==> src/rtl/crc_pkg.sv <==
// crc_pkg: shared constants and types for the CRC-16/XMODEM encode path and
// its receive-side checker.
//   DATA_W / CRC_W     : data word and CRC widths; a codeword is {data, crc}
//   CRC_POLY / CRC_INIT: generator polynomial (x^16 implicit) and LFSR seed
//   state_t            : encoder FSM states
//   codeword_t         : full codeword vector
package crc_pkg;

    localparam int DATA_W = 16;
    localparam int CRC_W  = 16;
    localparam int CW_W   = DATA_W + CRC_W;
    localparam int CNT_W  = 5;

    localparam logic [CRC_W-1:0] CRC_POLY = 16'h1021;
    localparam logic [CRC_W-1:0] CRC_INIT = 16'h0000;

    typedef enum logic [1:0] {
        IDLE  = 2'd0,
        SHIFT = 2'd1,
        DONE  = 2'd2
    } state_t;

    typedef logic [CW_W-1:0] codeword_t;

endpackage

==> src/rtl/crc_lfsr_step.sv <==
// crc_lfsr_step: combinational single-bit CRC LFSR update (MSB first, no
// reflection). Shared with the receive-side checker so both ends use
// identical polynomial logic.
//   crc_in  : current LFSR contents
//   bit_in  : next message bit
//   poly    : generator polynomial without the implicit top term
//   crc_out : LFSR contents after absorbing bit_in
module crc_lfsr_step
    import crc_pkg::*;
#(
    parameter int W = CRC_W
) (
    input  logic [W-1:0] crc_in,
    input  logic         bit_in,
    input  logic [W-1:0] poly,
    output logic [W-1:0] crc_out
);

    logic fb;

    assign fb      = crc_in[W-1] ^ bit_in;
    assign crc_out = {crc_in[W-2:0], 1'b0} ^ (fb ? poly : '0);

endmodule

==> src/rtl/crc_encoder.sv <==
// crc_encoder: accepts a 16-bit data word, runs it MSB first through a
// bit-serial CRC LFSR (one bit per clock) and presents the codeword
// {data, crc} ^ errMask. The mask lets the correction path be exercised with
// controlled bit errors.
//   clk, rst  : clock (rising edge), asynchronous active-high reset
//   dInValid  : input word valid
//   dIn       : data word, sampled only at the acceptance edge
//   errMask   : codeword XOR mask, sampled together with dIn
//   dInReady  : high only while idle
//   cwValid   : codeword valid (driven from state only)
//   cw        : registered codeword, held stable while cwReady is low
//   cwReady   : downstream accepts the codeword
//   busy      : a word is in flight (SHIFT or DONE)
//
// Handshake: a transfer happens on a rising edge where valid and ready are
// both high; valid, once raised, stays high with stable data until that
// transfer, and never depends combinationally on ready.
module crc_encoder
    import crc_pkg::*;
#(
    parameter logic [CRC_W-1:0] POLY = CRC_POLY,
    parameter logic [CRC_W-1:0] INIT = CRC_INIT
) (
    input  logic                   clk,
    input  logic                   rst,
    input  logic                   dInValid,
    input  logic [DATA_W-1:0]      dIn,
    input  logic [DATA_W+CRC_W-1:0] errMask,
    output logic                   dInReady,
    output logic                   cwValid,
    output logic [DATA_W+CRC_W-1:0] cw,
    input  logic                   cwReady,
    output logic                   busy
);

    state_t              state;
    state_t              state_next;

    logic [DATA_W-1:0]   data_q;
    logic [DATA_W-1:0]   sh_q;
    codeword_t           mask_q;
    codeword_t           cw_q;
    logic [CRC_W-1:0]    crc_q;
    logic [CRC_W-1:0]    crc_next;
    logic [CNT_W-1:0]    cnt_q;

    logic                accept;
    logic                last_bit;

    assign accept   = (state == IDLE) && dInValid;
    assign last_bit = (state == SHIFT) && (cnt_q == CNT_W'(DATA_W - 1));

    crc_lfsr_step #(
        .W (CRC_W)
    ) u_step (
        .crc_in  (crc_q),
        .bit_in  (sh_q[DATA_W-1]),
        .poly    (POLY),
        .crc_out (crc_next)
    );

    // State register
    always_ff @(posedge clk or posedge rst) begin
        if (rst) begin
            state <= IDLE;
        end else begin
            state <= state_next;
        end
    end

    // Next-state logic
    always_comb begin
        state_next = state;
        case (state)
            IDLE:    if (accept)   state_next = SHIFT;
            SHIFT:   if (last_bit) state_next = DONE;
            DONE:    if (cwReady)  state_next = IDLE;
            default: state_next = IDLE;
        endcase
    end

    // Datapath: load on acceptance, shift one bit per SHIFT cycle, capture
    // the codeword on the final bit using the combinational next CRC so the
    // result is ready in the same edge that enters DONE.
    always_ff @(posedge clk or posedge rst) begin
        if (rst) begin
            data_q <= '0;
            sh_q   <= '0;
            mask_q <= '0;
            crc_q  <= '0;
            cnt_q  <= '0;
            cw_q   <= '0;
        end else if (accept) begin
            data_q <= dIn;
            sh_q   <= dIn;
            mask_q <= errMask;
            crc_q  <= INIT;
            cnt_q  <= '0;
        end else if (state == SHIFT) begin
            crc_q <= crc_next;
            sh_q  <= sh_q << 1;
            cnt_q <= cnt_q + CNT_W'(1);
            if (last_bit) begin
                cw_q <= {data_q, crc_next} ^ mask_q;
            end
        end
    end

    assign dInReady = (state == IDLE);
    assign busy     = (state != IDLE);
    assign cwValid  = (state == DONE);
    assign cw       = cw_q;

endmodule

==> config.mk <==
export PLATFORM = sky130hd
export DESIGN_NAME = crc_encoder
export DESIGN_NICKNAME = d
export VERILOG_FILES = /design/src/rtl/crc_pkg.sv /design/src/rtl/crc_lfsr_step.sv /design/src/rtl/crc_encoder.sv
export SDC_FILE = /design/constraint.sdc
export NUM_CORES = 1
export LEC_CHECK = 0
export ABC_AREA = 1
export CAP_MARGIN = 30
export CORE_AREA = 5 5 99 101
export DETAILED_ROUTE_END_ITERATION = 10
export DIE_AREA = 0 0 104 106
export GPL_ROUTABILITY_DRIVEN = 0
export PLACE_DENSITY = 0.95
export REMOVE_ABC_BUFFERS = 1
export SETUP_SLACK_MARGIN = 0.4
export SLEW_MARGIN = 40
export SYNTH_ARGS = -nofsm -noshare
export SYNTH_HDL_FRONTEND = slang
export SYNTH_SLANG_ARGS = --single-unit
==> constraint.sdc <==
create_clock -name clk -period 12.5 [get_ports clk]
set_input_delay 2.5 -clock clk [delete_from_list [all_inputs] [get_ports clk]]
set_output_delay 2.5 -clock clk [all_outputs]
set_load 0.01 [all_outputs]
# After elaboration in Yosys (flattened, before gate mapping)
# Index checks and enable logic that the tools add are counted.
# word_totals
reg_bits,119
inputBits,52
out_inout_bits,35
elab_cells,36
# op_classes
addsub,1
eq_ne,6
mux,11
bitwise_logic,4
reduce_logical,7
# op_table
op,count
$mux W16,4
$xor A32 B32 Y32,1
$xor A16 B16 Y16,1
$mux W13,1
$mux W5,2
$mux W2,3
$pmux W2 S3,1
$reduce_and A3 Y1,2
$add A5 B1 Y5 const B,1
$eq A5 B4 Y1 const B,1
$ne A2 B1 Y1 const B,2
$reduce_bool A2 Y1,2
$eq A2 B1 Y1 const B,1
$eq A2 B2 Y1 const B,1
$logic_and A1 B1 Y1,2
$logic_not A2 Y1,1
$ne A2 B2 Y1 const B,1
$not A1 Y1,1
$xor A1 B1 Y1,1

# Depth between registers and ports, before layout
# depth
ltp_word,5
ltp_mapped,10
mapped_depth_nobuf,9

# Cells and area by module
# A second synthesis with hierarchy kept.
# hier_totals
hier_cells,666
hier_area_um2,5479.0
# by_module_without_submodules
mod,instances,cells_per_inst,area_each_um2,seq_area_each_um2
crc_encoder,1,580,5067.4,2977.9
crc_lfsr_step,1,86,411.6,0.0

# Worst setup path after synthesis
# No wires, ideal clock.
# synth_timing
path_type,register to output
from,register state[0]
to,output port dInReady
t_arrival_ps,658
required_ps,10000
path_slack_ps,9342
path_stages_with_launch,2
path_buffers,0
path_cell_list,dfrtp_1 > nor2_1
# synth_between
elab_chain_len,1
# synth_lines
element,line_no,rtl
from (decl),crc_encoder.sv:36,state_t state;
from (signal assigned),crc_encoder.sv:67,state <= state_next;
$logic_not A2 Y1,crc_encoder.sv:109,assign dInReady = (state == IDLE);
to (decl),crc_encoder.sv:29,"output logic dInReady,"
# No other way between the ends.

# Worst setup path after layout
# layout_timing
from,register state[0]
to,output port busy
# layout_between
elab_chain_len,1
# layout_lines
element,line_no,rtl
$reduce_bool A2 Y1,crc_encoder.sv:110,assign busy = (state != IDLE);
to (decl),crc_encoder.sv:33,output logic busy
# No other way between the ends.

==> impl_metrics.py <==
metrics = {
    "run_status": {
        "status": "finished clean",
    },
    "finish": {
        "nFillCells": 612,
        "layout-drive-gt1-share_pct": 7.54,
        "area_growth_pct": 31.8,
        "nNetsFinal": 653,
        "antenna_cells": 0,
        "multiInputGateArea_sq_um": 1630,
        "utilization_pct": 71.4,
        "layout.area.seq_sq_um": 2980,
    },
    "detailed_routing": {
        "num_vias": 3910,
        "wirelength_microns": 11600,
        "via_per_inst": 5.42,
        "routedWlPerCell_microns": 16.0,
        "first_pass_iters": 5,
        "ant_nets": 0,
        "drt-initial-drc-count": 238,
        "route.detailed.drc": 0,
    },
    "worst_setup_path": {
        "crit_chain": "inv_2, nand2_1, clkdlybuf4s50_1",
        "crit_slowest_cell": "clkdlybuf4s50_1",
        "crit_required_ps": 10000,
        "cp_max_fo": 6,
        "end_kind": "output port",
        "startpoint_type": "flop",
        "critical_path_class": "reg -> out",
        "cp_slowest_stage_delay_ps": 560,
        "cp.arrival_ps": 1780,
    },
    "cts": {
        "clk_pin_slew_ps": 50,
        "clk_latency_ps": 510,
        "root_buffer": "clkbuf_8",
        "cts_tree": "built",
        "postCtsHoldBufs": 0,
        "htreeDepth": 4,
        "post_cts_resized": 0,
        "cts_sinks": 119,
        "postCtsSetupBuffers": 0,
        "numCtsBuffers": 17,
        "clk_path_buf_depth": 2,
    },
    "grt": {
        "grt_max_degree": 75,
        "grt_antenna_before_repair": 0,
        "grt_pass1_vias": 4166,
        "grt.total_usage_pct": 21.7,
        "grt_pass1_wl_microns": 19500,
        "gr-total-overflow": 0,
    },
    "floorplan": {
        "io_pins": 87,
        "core_sq_um": 8930,
        "num_rows": 35,
        "initial_utilization_pct": 54.2,
        "fp.dieH_microns": 106,
        "dieArea_sq_um": 11000,
        "die_width_microns": 104,
    },
    "sta": {
        "period_needed_ps": 4280,
        "setup_tns_ps": 0,
        "setup_viol": 0,
        "finalCritPeriodShare_pct": 34.3,
        "max_freq_mhz": 233,
        "max_slew_margin_pct": 55.8,
        "rsz0062_at_grt": "false",
        "fin_skew_ps": 7.90,
        "slew_violations": 0,
        "hold_viol_final": 0,
        "tightest_slew_ps": 663,
        "timing.final.ws_setup_ps": 8220,
    },
    "synth": {
        "synth-edff-count": 0,
        "syn_area_sq_um": 4840,
        "synth_seq_cells": 119,
        "ys_types": 23,
        "synthFlopType": "dfrtp_1",
        "yosysTopAreaCell": "dfrtp_1",
        "synth_common_cells": "214 x nand2_1, 119 x dfrtp_1, 29 x inv_1, 29 x o21ai_1, 29 x xnor2_1",
        "synth_top_area_share_pct": 61.5,
        "syn_area_per_cell_sq_um": 9.45,
        "synth_warnings": 0,
        "async_flop_share_pct": 100,
        "synth.most_common_cell": "nand2_1",
        "ys_seq_area_share_pct": 61.5,
        "synthCells": 512,
        "synthTopCellsByArea": "dfrtp_1 62%, nand2_1 17%, xnor2_1 5.2%, o21ai_1 3.0%, o22ai_1 2.3%",
    },
    "place": {
        "port_buffers": 86,
        "dp_slack_ps": 8110,
        "hpwl_microns": 7420,
    },
    "pwr": {
        "totalPowerFinal_mw": 1.72,
        "ir_drop_mv": 0.165,
        "powerDensity_nw_per_um2": 270,
        "p_leak_nw": 3.07,
    },
    "worst_hold_path": {
        "hp-class": "reg -> reg",
    },
    "run": {
        "max_cap_violations": 0,
    },
}
-- cell families (layout without fill, tap and decap cells) --
family | Yosys count | count (layout) | share of synthesized area (%)
AO/OA/AOI/OAI | 64 | 64 | 7.91
adder cells (fa/ha/maj) | 2 | 2 | 0.517
AND/OR/NAND/NOR | 242 | 242 | 19.7
flip-flops | 119 | 119 | 61.5
buffers and inverters | 55 | 153 | 4.96
XOR/XNOR | 30 | 30 | 5.43
-- final timing paths --
check	startpoint	to	slack, ps	cells after the start
max	state[0]	busy	8220	3
min	sh_q[0]	sh_q[0]	480	2
min in group asynchronous	rst	data_q[7]	2420	2
max reg2reg	state[0]	cw[17]	10320	7
max in group asynchronous	rst	data_q[12]	9030	3
min reg2reg	sh_q[0]	sh_q[0]	480	2
-- cell usage in the layout, fill, tap and decap left out, types with 5 or more instances in the layout --
| master | instances |
|---|---|
| o21ai_0 | 7 |
| clkbuf_8 | 5 |
| xnor2_1 | 29 |
| o211ai_1 | 6 |
| clkdlybuf4s50_1 | 86 |
| inv_1 | 28 |
| dfrtp_1 | 119 |
| o21ai_1 | 29 |
| clkbuf_16 | 16 |
| nand2_1 | 214 |
| nand3_1 | 18 |
| o22ai_1 | 18 |
-- sequential cells by signal, summed over array words and instances, names as in the netlist --
register	flops
state	2
cw	32
mask_q	32
sh_q	16
crc_q	16
cnt_q	5
data_q	16
-- per-layer routing --
layer  vias to the layer above  track usage [%]  wire [microns]
met5                         -                0               0
li1                       1796                -               -
met3                        28             6.44             754
met2                       178             37.6            6030
met4                         0             7.22             206
met1                      1908             26.0            4570
-- stage by stage --
step	hold WS [ps]	area, sq um	instances
global route	492	6380	721
detailed placement	465	5790	691
floorplan	442	4720	490
global placement	465	5750	689
finish	477	6380	721
CTS	479	6380	721
-- critical path: cells and delay by family (launching register included) --
| family | cells | cell delay (ps) |
|---|---|---|
| flip-flops | 1 | 500 |
| buffers and inverters | 2 | 650 |
| AND/OR/NAND/NOR | 1 | 130 |
-- where the power goes --
part / internal, mW / switching [mW] / leakage (nW)
sequential: 0.560 / 0.118 / 1.50
clock: 0.322 / 0.162 / 0.293
combinational: 0.267 / 0.293 / 1.28
-- layout make-up --
type / count / area share (%)
clock inverters: 8 / 1.90
well taps: 111 / 2.18
flip-flops and latches: 119 / 46.7
clock buffers: 22 / 7.41
repair buffers: 90 / 14.3
inverters: 33 / 2.02
multi-input cells: 338 / 25.6
Note: power is estimated with default switching activity, not from simulation.
